<file path="src/rtl/dram_miss_requester_pkg.sv">
// Shared types and widths for the cache-side DRAM miss requester.
package dram_miss_requester_pkg;

    localparam int unsigned LINE_W = 128;
    localparam int unsigned ADDR_W = 22;
    localparam int unsigned HALF_W = 11;
    localparam int unsigned STAT_W = 16;

    typedef enum logic [1:0] {
        ST_IDLE      = 2'd0,
        ST_WAIT_ACK  = 2'd1,
        ST_FILL_HOLD = 2'd2
    } state_e;

endpackage

</file>
<file path="src/rtl/dram_miss_requester_if.sv">
// Miss/fill handshake, DRAM request bundle, statistics and error flags of the requester.
interface dram_miss_requester_if;
    import dram_miss_requester_pkg::*;

    logic              miss_valid;
    logic              miss_ready;
    logic [ADDR_W-1:0] miss_read_addr;
    logic [HALF_W-1:0] miss_victim_upper;
    logic              miss_victim_dirty;
    logic [LINE_W-1:0] miss_victim_lane;
    logic              fill_valid;
    logic              fill_ready;
    logic [ADDR_W-1:0] fill_addr;
    logic [LINE_W-1:0] fill_lane;
    logic [HALF_W-1:0] addr_req_read_dram_side_dram;
    logic [HALF_W-1:0] addr_req_write_dram_side_dram;
    logic [HALF_W-1:0] addr_req_common_side_dram;
    logic [LINE_W-1:0] lane_from_cache_to_dram_side_dram;
    logic              dram_controller_entry_dirty_side_dram;
    logic              dram_controller_req_read_pulse_side_dram;
    logic              dram_controller_ack_read_pulse_side_dram;
    logic [LINE_W-1:0] lane_from_dram_to_cache_side_dram;
    logic [STAT_W-1:0] stat_miss_count;
    logic [STAT_W-1:0] stat_prefetch_hits;
    logic [STAT_W-1:0] stat_max_latency;
    logic              err_timeout;
    logic              err_spurious_ack;

    modport master (
        input  miss_valid, miss_read_addr, miss_victim_upper, miss_victim_dirty, miss_victim_lane,
        input  fill_ready, dram_controller_ack_read_pulse_side_dram, lane_from_dram_to_cache_side_dram,
        output miss_ready, fill_valid, fill_addr, fill_lane,
        output addr_req_read_dram_side_dram, addr_req_write_dram_side_dram, addr_req_common_side_dram,
        output lane_from_cache_to_dram_side_dram, dram_controller_entry_dirty_side_dram,
        output dram_controller_req_read_pulse_side_dram,
        output stat_miss_count, stat_prefetch_hits, stat_max_latency, err_timeout, err_spurious_ack
    );

    modport slave (
        output miss_valid, miss_read_addr, miss_victim_upper, miss_victim_dirty, miss_victim_lane,
        output fill_ready, dram_controller_ack_read_pulse_side_dram, lane_from_dram_to_cache_side_dram,
        input  miss_ready, fill_valid, fill_addr, fill_lane,
        input  addr_req_read_dram_side_dram, addr_req_write_dram_side_dram, addr_req_common_side_dram,
        input  lane_from_cache_to_dram_side_dram, dram_controller_entry_dirty_side_dram,
        input  dram_controller_req_read_pulse_side_dram,
        input  stat_miss_count, stat_prefetch_hits, stat_max_latency, err_timeout, err_spurious_ack
    );

endinterface

</file>
<file path="src/rtl/dram_miss_requester_sat_latency_counter.sv">
// Saturating pulse-to-ack latency counter with a running maximum.
module sat_latency_counter
    import dram_miss_requester_pkg::*;
(
    input  logic              clk,
    input  logic              rst,
    input  logic              clr,
    input  logic              inc,
    input  logic              max_upd,
    output logic [STAT_W-1:0] count,
    output logic [STAT_W-1:0] max_val
);

    localparam logic [STAT_W-1:0] SAT_MAX = '1;

    always_ff @(posedge clk or posedge rst) begin
        if (rst) begin
            count   <= '0;
            max_val <= '0;
        end else begin
            if (clr) begin
                count <= '0;
            end else if (inc && (count != SAT_MAX)) begin
                count <= count + STAT_W'(1);
            end
            // max tracks the latency of the cycle the strobe arrives in
            if (max_upd && (count > max_val)) begin
                max_val <= count;
            end
        end
    end

endmodule

</file>
<file path="src/rtl/dram_miss_requester.sv">
// Cache-side requester: one outstanding line read (plus optional victim) to dram_controller,
// fill hand-back to the cache, latency/prefetch statistics and sticky protocol errors.
module dram_miss_requester
    import dram_miss_requester_pkg::*;
#(
    parameter int unsigned TIMEOUT_CYCLES   = 2047,
    parameter int unsigned PREFETCH_LAT_MAX = 3
) (
    input  logic                 main_clk,
    input  logic                 main_rst,
    dram_miss_requester_if.master bus
);

    state_e            state;
    logic [STAT_W-1:0] latency;
    logic              accept;
    logic              ack;

    assign ack    = bus.dram_controller_ack_read_pulse_side_dram;
    assign accept = (state == ST_IDLE) && bus.miss_valid && bus.miss_ready;

    sat_latency_counter u_lat (
        .clk     (main_clk),
        .rst     (main_rst),
        .clr     (accept),
        .inc     (state == ST_WAIT_ACK),
        .max_upd ((state == ST_WAIT_ACK) && ack),
        .count   (latency),
        .max_val (bus.stat_max_latency)
    );

    always_ff @(posedge main_clk or posedge main_rst) begin
        if (main_rst) begin
            state                                     <= ST_IDLE;
            bus.miss_ready                            <= 1'b0;
            bus.fill_valid                            <= 1'b0;
            bus.fill_addr                             <= '0;
            bus.fill_lane                             <= '0;
            bus.addr_req_read_dram_side_dram          <= '0;
            bus.addr_req_write_dram_side_dram         <= '0;
            bus.addr_req_common_side_dram             <= '0;
            bus.lane_from_cache_to_dram_side_dram     <= '0;
            bus.dram_controller_entry_dirty_side_dram <= 1'b0;
            bus.dram_controller_req_read_pulse_side_dram <= 1'b0;
            bus.stat_miss_count                       <= '0;
            bus.stat_prefetch_hits                    <= '0;
            bus.err_timeout                           <= 1'b0;
            bus.err_spurious_ack                      <= 1'b0;
        end else begin
            bus.dram_controller_req_read_pulse_side_dram <= 1'b0;
            if (ack && (state != ST_WAIT_ACK)) begin
                bus.err_spurious_ack <= 1'b1;
            end
            case (state)
                ST_IDLE: begin
                    if (accept) begin
                        // bundle stays frozen until the next accepted miss
                        bus.addr_req_read_dram_side_dram          <= bus.miss_read_addr[ADDR_W-1:HALF_W];
                        bus.addr_req_common_side_dram             <= bus.miss_read_addr[HALF_W-1:0];
                        bus.addr_req_write_dram_side_dram         <= bus.miss_victim_upper;
                        bus.lane_from_cache_to_dram_side_dram     <= bus.miss_victim_lane;
                        bus.dram_controller_entry_dirty_side_dram <= bus.miss_victim_dirty;
                        bus.dram_controller_req_read_pulse_side_dram <= 1'b1;
                        bus.stat_miss_count <= bus.stat_miss_count + STAT_W'(1);
                        bus.miss_ready      <= 1'b0;
                        state               <= ST_WAIT_ACK;
                    end else begin
                        bus.miss_ready <= 1'b1;
                    end
                end
                ST_WAIT_ACK: begin
                    if (ack) begin
                        bus.fill_lane  <= bus.lane_from_dram_to_cache_side_dram;
                        bus.fill_addr  <= {bus.addr_req_read_dram_side_dram, bus.addr_req_common_side_dram};
                        bus.fill_valid <= 1'b1;
                        if (latency <= STAT_W'(PREFETCH_LAT_MAX)) begin
                            bus.stat_prefetch_hits <= bus.stat_prefetch_hits + STAT_W'(1);
                        end
                        state <= ST_FILL_HOLD;
                    end else if (latency == STAT_W'(TIMEOUT_CYCLES)) begin
                        bus.err_timeout <= 1'b1;
                    end
                end
                ST_FILL_HOLD: begin
                    if (bus.fill_ready) begin
                        bus.fill_valid <= 1'b0;
                        bus.miss_ready <= 1'b1;
                        state          <= ST_IDLE;
                    end
                end
                default: state <= ST_IDLE;
            endcase
        end
    end

endmodule

</file>
<file path="src/flat_wrapper.sv">
// flat-port wrapper written by rule: the top's interface ports become plain ports
module dram_miss_requester_flat import dram_miss_requester_pkg::*;
#(
    parameter int unsigned TIMEOUT_CYCLES   = 2047,
    parameter int unsigned PREFETCH_LAT_MAX = 3
)
  (main_clk, main_rst, bus_miss_valid, bus_miss_read_addr, bus_miss_victim_upper, bus_miss_victim_dirty, bus_miss_victim_lane, bus_fill_ready, bus_dram_controller_ack_read_pulse_side_dram, bus_lane_from_dram_to_cache_side_dram, bus_miss_ready, bus_fill_valid, bus_fill_addr, bus_fill_lane, bus_addr_req_read_dram_side_dram, bus_addr_req_write_dram_side_dram, bus_addr_req_common_side_dram, bus_lane_from_cache_to_dram_side_dram, bus_dram_controller_entry_dirty_side_dram, bus_dram_controller_req_read_pulse_side_dram, bus_stat_miss_count, bus_stat_prefetch_hits, bus_stat_max_latency, bus_err_timeout, bus_err_spurious_ack);
  dram_miss_requester_if bus_i ();
  input  logic main_clk;
  input  logic main_rst;
  input wire logic [$bits(bus_i.miss_valid)-1:0] bus_miss_valid;
  input wire logic [$bits(bus_i.miss_read_addr)-1:0] bus_miss_read_addr;
  input wire logic [$bits(bus_i.miss_victim_upper)-1:0] bus_miss_victim_upper;
  input wire logic [$bits(bus_i.miss_victim_dirty)-1:0] bus_miss_victim_dirty;
  input wire logic [$bits(bus_i.miss_victim_lane)-1:0] bus_miss_victim_lane;
  input wire logic [$bits(bus_i.fill_ready)-1:0] bus_fill_ready;
  input wire logic [$bits(bus_i.dram_controller_ack_read_pulse_side_dram)-1:0] bus_dram_controller_ack_read_pulse_side_dram;
  input wire logic [$bits(bus_i.lane_from_dram_to_cache_side_dram)-1:0] bus_lane_from_dram_to_cache_side_dram;
  output wire logic [$bits(bus_i.miss_ready)-1:0] bus_miss_ready;
  output wire logic [$bits(bus_i.fill_valid)-1:0] bus_fill_valid;
  output wire logic [$bits(bus_i.fill_addr)-1:0] bus_fill_addr;
  output wire logic [$bits(bus_i.fill_lane)-1:0] bus_fill_lane;
  output wire logic [$bits(bus_i.addr_req_read_dram_side_dram)-1:0] bus_addr_req_read_dram_side_dram;
  output wire logic [$bits(bus_i.addr_req_write_dram_side_dram)-1:0] bus_addr_req_write_dram_side_dram;
  output wire logic [$bits(bus_i.addr_req_common_side_dram)-1:0] bus_addr_req_common_side_dram;
  output wire logic [$bits(bus_i.lane_from_cache_to_dram_side_dram)-1:0] bus_lane_from_cache_to_dram_side_dram;
  output wire logic [$bits(bus_i.dram_controller_entry_dirty_side_dram)-1:0] bus_dram_controller_entry_dirty_side_dram;
  output wire logic [$bits(bus_i.dram_controller_req_read_pulse_side_dram)-1:0] bus_dram_controller_req_read_pulse_side_dram;
  output wire logic [$bits(bus_i.stat_miss_count)-1:0] bus_stat_miss_count;
  output wire logic [$bits(bus_i.stat_prefetch_hits)-1:0] bus_stat_prefetch_hits;
  output wire logic [$bits(bus_i.stat_max_latency)-1:0] bus_stat_max_latency;
  output wire logic [$bits(bus_i.err_timeout)-1:0] bus_err_timeout;
  output wire logic [$bits(bus_i.err_spurious_ack)-1:0] bus_err_spurious_ack;
  assign bus_i.miss_valid = bus_miss_valid;
  assign bus_i.miss_read_addr = bus_miss_read_addr;
  assign bus_i.miss_victim_upper = bus_miss_victim_upper;
  assign bus_i.miss_victim_dirty = bus_miss_victim_dirty;
  assign bus_i.miss_victim_lane = bus_miss_victim_lane;
  assign bus_i.fill_ready = bus_fill_ready;
  assign bus_i.dram_controller_ack_read_pulse_side_dram = bus_dram_controller_ack_read_pulse_side_dram;
  assign bus_i.lane_from_dram_to_cache_side_dram = bus_lane_from_dram_to_cache_side_dram;
  assign bus_miss_ready = bus_i.miss_ready;
  assign bus_fill_valid = bus_i.fill_valid;
  assign bus_fill_addr = bus_i.fill_addr;
  assign bus_fill_lane = bus_i.fill_lane;
  assign bus_addr_req_read_dram_side_dram = bus_i.addr_req_read_dram_side_dram;
  assign bus_addr_req_write_dram_side_dram = bus_i.addr_req_write_dram_side_dram;
  assign bus_addr_req_common_side_dram = bus_i.addr_req_common_side_dram;
  assign bus_lane_from_cache_to_dram_side_dram = bus_i.lane_from_cache_to_dram_side_dram;
  assign bus_dram_controller_entry_dirty_side_dram = bus_i.dram_controller_entry_dirty_side_dram;
  assign bus_dram_controller_req_read_pulse_side_dram = bus_i.dram_controller_req_read_pulse_side_dram;
  assign bus_stat_miss_count = bus_i.stat_miss_count;
  assign bus_stat_prefetch_hits = bus_i.stat_prefetch_hits;
  assign bus_stat_max_latency = bus_i.stat_max_latency;
  assign bus_err_timeout = bus_i.err_timeout;
  assign bus_err_spurious_ack = bus_i.err_spurious_ack;
  dram_miss_requester #(.TIMEOUT_CYCLES(TIMEOUT_CYCLES), .PREFETCH_LAT_MAX(PREFETCH_LAT_MAX)) u_core (.main_clk(main_clk), .main_rst(main_rst), .bus(bus_i));
endmodule
</file>
<file path="config.mk">
export PLATFORM = sky130hd
export DESIGN_NAME = dram_miss_requester_flat
export DESIGN_NICKNAME = d
export VERILOG_FILES = /design/src/rtl/dram_miss_requester_pkg.sv /design/src/rtl/dram_miss_requester_if.sv /design/src/rtl/dram_miss_requester_sat_latency_counter.sv /design/src/rtl/dram_miss_requester.sv /design/src/flat_wrapper.sv
export SDC_FILE = /design/constraint.sdc
export NUM_CORES = 1
export LEC_CHECK = 0
export CAP_MARGIN = 15
export CORE_AREA = 8 8 250 252
export CTS_CLUSTER_DIAMETER = 40
export DETAILED_ROUTE_END_ITERATION = 6
export DIE_AREA = 0 0 258 260
export GPL_TIMING_DRIVEN = 1
export MAX_ROUTING_LAYER = met4
export PLACE_DENSITY = 0.59
export SYNTH_ARGS = -nofsm -noshare
export SYNTH_HDL_FRONTEND = slang
export SYNTH_HIERARCHICAL = 1
export SYNTH_SLANG_ARGS = --single-unit
</file>
<file path="constraint.sdc">
create_clock -name main_clk -period 13.6 [get_ports main_clk]
set_input_delay 2.72 -clock main_clk [delete_from_list [all_inputs] [get_ports main_clk]]
set_output_delay 2.72 -clock main_clk [all_outputs]
set_load 0.03 [all_outputs]
</file>
Yosys cells after proc, flatten, opt, wreduce, memory -nomap -nowiden
Index checks and enable logic that the tools add are counted.
{"block": "word_totals", "reg_bits": 383, "output_inout_bits": 365}
{"block": "op_classes", "addsub": 3, "n_lt_le_gt_ge": 2, "eq_ne": 8, "n_mux": 14, "bitwise_logic": 1, "reduce_logical": 17}
{"op": "adder 16 x 1 -> 16 bit (second input constant)", "count": 3}
{"op": "two-way mux 16 bit", "count": 2}
{"op": "== test 16 x 11 -> 1 bit (second input constant)", "count": 1}
{"op": "> comparator 16 bit", "count": 1}
{"op": "less-or-equal comparator 16 x 2 -> 1 bit (second input constant)", "count": 1}
{"op": "!= test 16 bit (second input constant)", "count": 1}
{"op": "AND reduction 3 bit", "count": 4}
{"op": "logical AND 1 bit", "count": 6}
{"op": "two-way mux 1 bit", "count": 6}
{"op": "two-way mux 2 bit", "count": 3}
{"op": "one-hot mux 2 bit (3 select lines)", "count": 1}
{"op": "AND reduction 2 bit", "count": 3}
{"op": "nonzero test 2 bit", "count": 3}
{"op": "!= test 2 x 1 -> 1 bit (second input constant)", "count": 2}
{"op": "!= test 2 bit (second input constant)", "count": 2}
{"op": "one-hot mux 1 bit (2 select lines)", "count": 2}
{"op": "== test 2 x 1 -> 1 bit (second input constant)", "count": 1}
{"op": "== test 2 bit (second input constant)", "count": 1}
{"op": "logical NOT 2 bit", "count": 1}
{"op": "inverter 1 bit", "count": 1}

Depth between registers and ports, before layout
{"block": "depth", "depth_word": 5, "depth_mapped": 8}

Cells and area by module
The synthesis kept the hierarchy.
{"mod": "dram_miss_requester", "n_inst": 1, "cells_each": 1143, "area_per_inst_um2": 13375.3, "seq_area_each_um2": 8783.4}
{"mod": "sat_latency_counter", "n_inst": 1, "cells_each": 186, "area_per_inst_um2": 1946.9, "seq_area_each_um2": 800.8}

Worst setup path after synthesis
No wires, ideal clock.
{"block": "synth_path", "path_type": "input -> register", "start": "input bus_dram_controller_ack_read_pulse_side_dram", "end": "register u_core.u_lat.max_val[10]", "setup_ns": 0.125, "arrival_time_ns": 4.184, "setup_slack_ns": 9.291, "path_stages": 8, "n_path_buf": 3, "cell_sequence": "nand3b_1 > clkbuf_1 > inv_2 > clkbuf_1 > nand2_2 > a31oi_4 > buf_12 > mux2_4"}
{"block": "synth_via", "elab_chain_len": 2}
{"item": "start, declared", "line": "flat_wrapper.sv:17", "text": "input wire logic [$bits(bus_i.dram_controller_ack_read_pulse_side_dram)-1:0] bus_dram_controller_ack_read_puls ..."}
{"item": "logical AND 1 bit", "line": "dram_miss_requester.sv:27", "text": ".max_upd ((state == ST_WAIT_ACK) && ack),"}
{"item": "logical AND 1 bit", "line": "dram_miss_requester_sat_latency_counter.sv:27", "text": "if (max_upd && (count > max_val)) begin"}
{"item": "end signal, assigned", "line": "dram_miss_requester_sat_latency_counter.sv:28", "text": "max_val <= count;"}
{"item": "end, declared", "line": "dram_miss_requester_sat_latency_counter.sv:11", "text": "output logic [STAT_W-1:0] max_val"}
No other way between the ends.
A chain may end at the register's enable or synchronous reset.

Worst setup path after layout
{"block": "layout_path", "start": "input bus_miss_valid", "end": "register u_core.bus.stat_miss_count[15]"}
{"block": "layout_via", "elab_chain_len": 3}
{"item": "start, declared", "line": "flat_wrapper.sv:11", "text": "input wire logic [$bits(bus_i.miss_valid)-1:0] bus_miss_valid;"}
{"item": "logical AND 1 bit (2 in a row)", "line": "dram_miss_requester.sv:20", "text": "assign accept = (state == ST_IDLE) && bus.miss_valid && bus.miss_ready;"}
{"item": "AND reduction 2 bit (no line)"}
{"item": "end signal, assigned", "line": "dram_miss_requester.sv:64", "text": "bus.stat_miss_count <= bus.stat_miss_count + STAT_W'(1);"}
{"item": "end, declared", "line": "dram_miss_requester_if.sv:36", "text": "output stat_miss_count, stat_prefetch_hits, stat_max_latency, err_timeout, err_spurious_ack"}
No other way between the ends.

==> run_results.csv <==
group,metric,value,unit
pwr,pwr-share-seq,28.8,%
clocking,cts_buffers,71,
min_path,holdPathStages,2,
route,drt-total-wl,54300,µm
floorplanning,die_y,260,µm
route,via_per_inst,4.32,
setup_path,worstReg2RegEnd,"u_core/u_lat/max_val[5]",
global_routing,grt_start_max_net_pins,174,
synth,syn_avg_cell_area,11.5,µm²
placed_design,place_ws,8.23,ns
synth,synth_most_common_cell,"nand2_1",
sta,finalCritPeriodShare,35.1,%
route,route.detailed.drc,0,
setup_path,path_max_fanout,173,
pwr,switchingPower,2.70,mW
synth,synthCells,1329,
synth,synth_edf_count,0,
floorplanning,fp.coreArea,0.0585,mm²
setup_path,crit_path_start_kind,"input port",
setup_path,r2r_slack,10.94,ns
pwr,swShare,39.8,%
cells_and_area,drive_gt1_share,15.6,%
setup_path,critical_path_class,"in -> reg",
synth,ys.warnings.count,6,
clocking,cts_hold_buf,0,
synth,yosys.area.top_type,"dfrtp_1",
clocking,insertion_delay,0.59,ns
setup_path,cp.required,14.09,ns
setup_path,worstReg2RegStart,"u_core/u_lat/count[15]",
floorplanning,start_util,26.2,%
sta,hold_viol,0,
sta,tns,0,ns
synth,yosys_most_used_dff,"dfrtp_1",
route,dr_total_vias,12300,
pwr,cellLeakagePower,11.2,nW
floorplanning,design.die.area,0.0671,mm²
floorplanning,die_w,258,µm
global_routing,antenna_found_initial,3,
pwr,powerDensity,270,mW/mm²
clocking,cts_sinks,383,
cells_and_area,fill_cells,5492,
cells_and_area,syn_to_final_growth,64.1,%
pwr,combPwrFrac,45.4,%
synth,synth_area_leaders,"dfrtp_1 (63%), mux2_2 (13%), nand2_1 (12%)",
clocking,cts_htree_levels,3,
global_routing,grt_overflow,0,
cells_and_area,design_area,0.0251,mm²
sta,maxSlewHeadroom,21.6,%
clocking,clk_pin_slew,0.05,ns
setup_path,arrival,5.26,ns
floorplanning,ios,660,
setup_path,reg2regPathDepth,6,
synth,synth_nets,1643,
floorplanning,row_count,89,
sta,worst_slack,8.82,ns
synth,yosysSeqAreaShare,62.6,%
pwr,clock_power_share,25.8,%
pwr,p_int,4.08,mW
route,drt_iter0_drc,588,
synth,async_flop_share,100,%
synth,synth_cell_type_count,48,
placed_design,hpwl,39700,µm
synth,synth_top_area_share,62.6,%
global_routing,grt_pass1_vias,13200,
placed_design,gp_congestion,0.830,
sta,min_period,4.78,ns
route,antenna_left,0,
route,routedWlPerCell,19.1,µm
clocking,clockRootBuffer,"clkbuf_16",
global_routing,globalRouteTotalUtil,15.9,%
route,drtPass1Iterations,7,
min_path,hp-start,"u_core/bus.fill_lane[31]",
min_path,hold_path.class,"reg -> reg",
clocking,cts_buffer_depth,3,
sta,maxClockFrequency,209,MHz
synth,ys_seq_elements,383,
sta,finClkSkew,0.0250,ns
run,drv_cap,0,
min_path,hold_path_end,"u_core/bus.fill_lane[31]",
cells_and_area,nNetsFinal,2325,
global_routing,grt_pass1_wl,81000,µm
pwr,ir_drop,0.182,mV
clocking,cts_resized,0,
sta,worst_pin_slew,1.18,ns
setup_path,end_kind,"register",
sta,maxSlewViolCount,0,
placed_design,place_area,0.0227,mm²
sta,rsz0062_at_grt,"no",
sta,setup_viol,0,
synth,yosys-top-cells-count,"nand2_1 (470), dfrtp_1 (383), mux2_2 (172)",
clocking,cts_setup_buffers,0,
synth,syn_area,0.0153,mm²
placed_design,port_buffers,659,
outcome,outcome,"finished, final reports clean",
clocking,cts_tree,"yes",
## power groups by stage
stage                     logic [mW]  clock network, mW  registers, mW
final                           3.08               1.75           1.96
after global routing            3.26               1.85           2.03
after CTS                       3.13               1.80           1.96
after detailed placement        3.12                  0           1.97
after global placement          3.10                  0           1.94
after floorplan                0.747                  0           2.90
## cell type report
cell class              count  area, µm²  share of cell area (%)
flip-flops and latches    383       9580                    38.1
inverters                  31        126                   0.503
clock buffers              86       1880                    7.49
well taps                 773        967                    3.85
repair buffers            668       6710                    26.7
diodes                      3       7.51                  0.0299
multi-input cells         856       5380                    21.4
clock inverters            39        488                    1.94
## through the flow
stage          total power [mW]  utilization [%]  hold slack, ns  cells
6_report                   6.79             43.0           0.469   2839
5_1_grt                    7.13             43.0           0.486   2839
4_1_cts                    6.89             43.0           0.475   2835
3_5_place_dp               5.08             38.9           0.461   2710
3_3_place_gp               5.04             38.9           0.457   2710
2_1_floorplan              3.64                -           0.523   1329
## sequential cells by signal, indices dropped and copies added, names as in the netlist
| name | flops |
|---|---|
| u_core/bus.fill_lane | 128 |
| u_core/bus.lane_from_cache_to_dram_side_dram | 128 |
| u_core/bus.fill_addr | 22 |
| u_core/bus.stat_miss_count | 16 |
| u_core/bus.stat_prefetch_hits | 16 |
| u_core/u_lat/count | 16 |
| u_core/u_lat/max_val | 16 |
| u_core/bus.addr_req_common_side_dram | 11 |
| u_core/bus.addr_req_read_dram_side_dram | 11 |
| u_core/bus.addr_req_write_dram_side_dram | 11 |
| u_core/state | 2 |
| u_core/bus.dram_controller_entry_dirty_side_dram | 1 |
| u_core/bus.dram_controller_req_read_pulse_side_dram | 1 |
| u_core/bus.err_spurious_ack | 1 |
| u_core/bus.err_timeout | 1 |
| u_core/bus.fill_valid | 1 |
| u_core/bus.miss_ready | 1 |
## critical path, stage by stage
cell             delay (ns)
clkdlybuf4s50_1        0.48
nor4bb_4               0.34
buf_12                 0.56
nand4_1                0.40
nor4_1                 0.39
xor2_1                 0.17
## cell families (layout without fill, tap and decap cells)
| family | Yosys count | count (layout) | share of synthesized area, % |
|---|---|---|---|
| AND/OR/NAND/NOR | 586 | 586 | 16.3 |
| flip-flops | 383 | 383 | 62.6 |
| multiplexers | 183 | 183 | 13.6 |
| buffers and inverters | 90 | 824 | 2.47 |
| XOR/XNOR | 41 | 41 | 2.34 |
| AO/OA/AOI/OAI | 27 | 27 | 1.21 |
| adder cells (fa/ha/maj) | 19 | 19 | 1.55 |
| other | 0 | 3 | 0 |
## worst max path at each step
| stage | startpoint | endpoint | slack [ns] | cells after the start |
|---|---|---|---|---|
| after detailed placement | bus_miss_valid | u_core/bus.stat_miss_count[15] | 8.23 | 6 |
| after global placement | bus_miss_valid | u_core/bus.stat_miss_count[15] | 8.28 | 6 |
| after floorplan | main_rst | u_core/bus.addr_req_common_side_dram[0] | 1.14 | 1 |
| after global routing | bus_miss_valid | u_core/bus.stat_miss_count[15] | 8.69 | 6 |
| after CTS | bus_miss_valid | u_core/bus.stat_miss_count[15] | 8.86 | 6 |
| final | bus_miss_valid | u_core/bus.stat_miss_count[15] | 8.82 | 6 |
## layout by cell type (no fill, tap or decap), drive strengths merged, types with 11 or more instances in the layout
cell	n
clkbuf	86
clkdlybuf4s50	659
clkinv	13
dfrtp	383
ha	19
inv	43
mux2	179
nand2	471
nand3	16
nand4	14
nor2	31
nor3	17
nor4	11
xnor2	14
xor2	27
## routing by layer
layer  vias to the layer above  GRT usage, %  wire (µm)
li1                       5752             -          -
met5                         -             -          0
met1                      5926          17.3      20400
met4                         0          5.01       1420
met3                        84          6.27       5010
met2                       499          26.7      27400
Note: power is estimated with default switching activity, not from simulation.
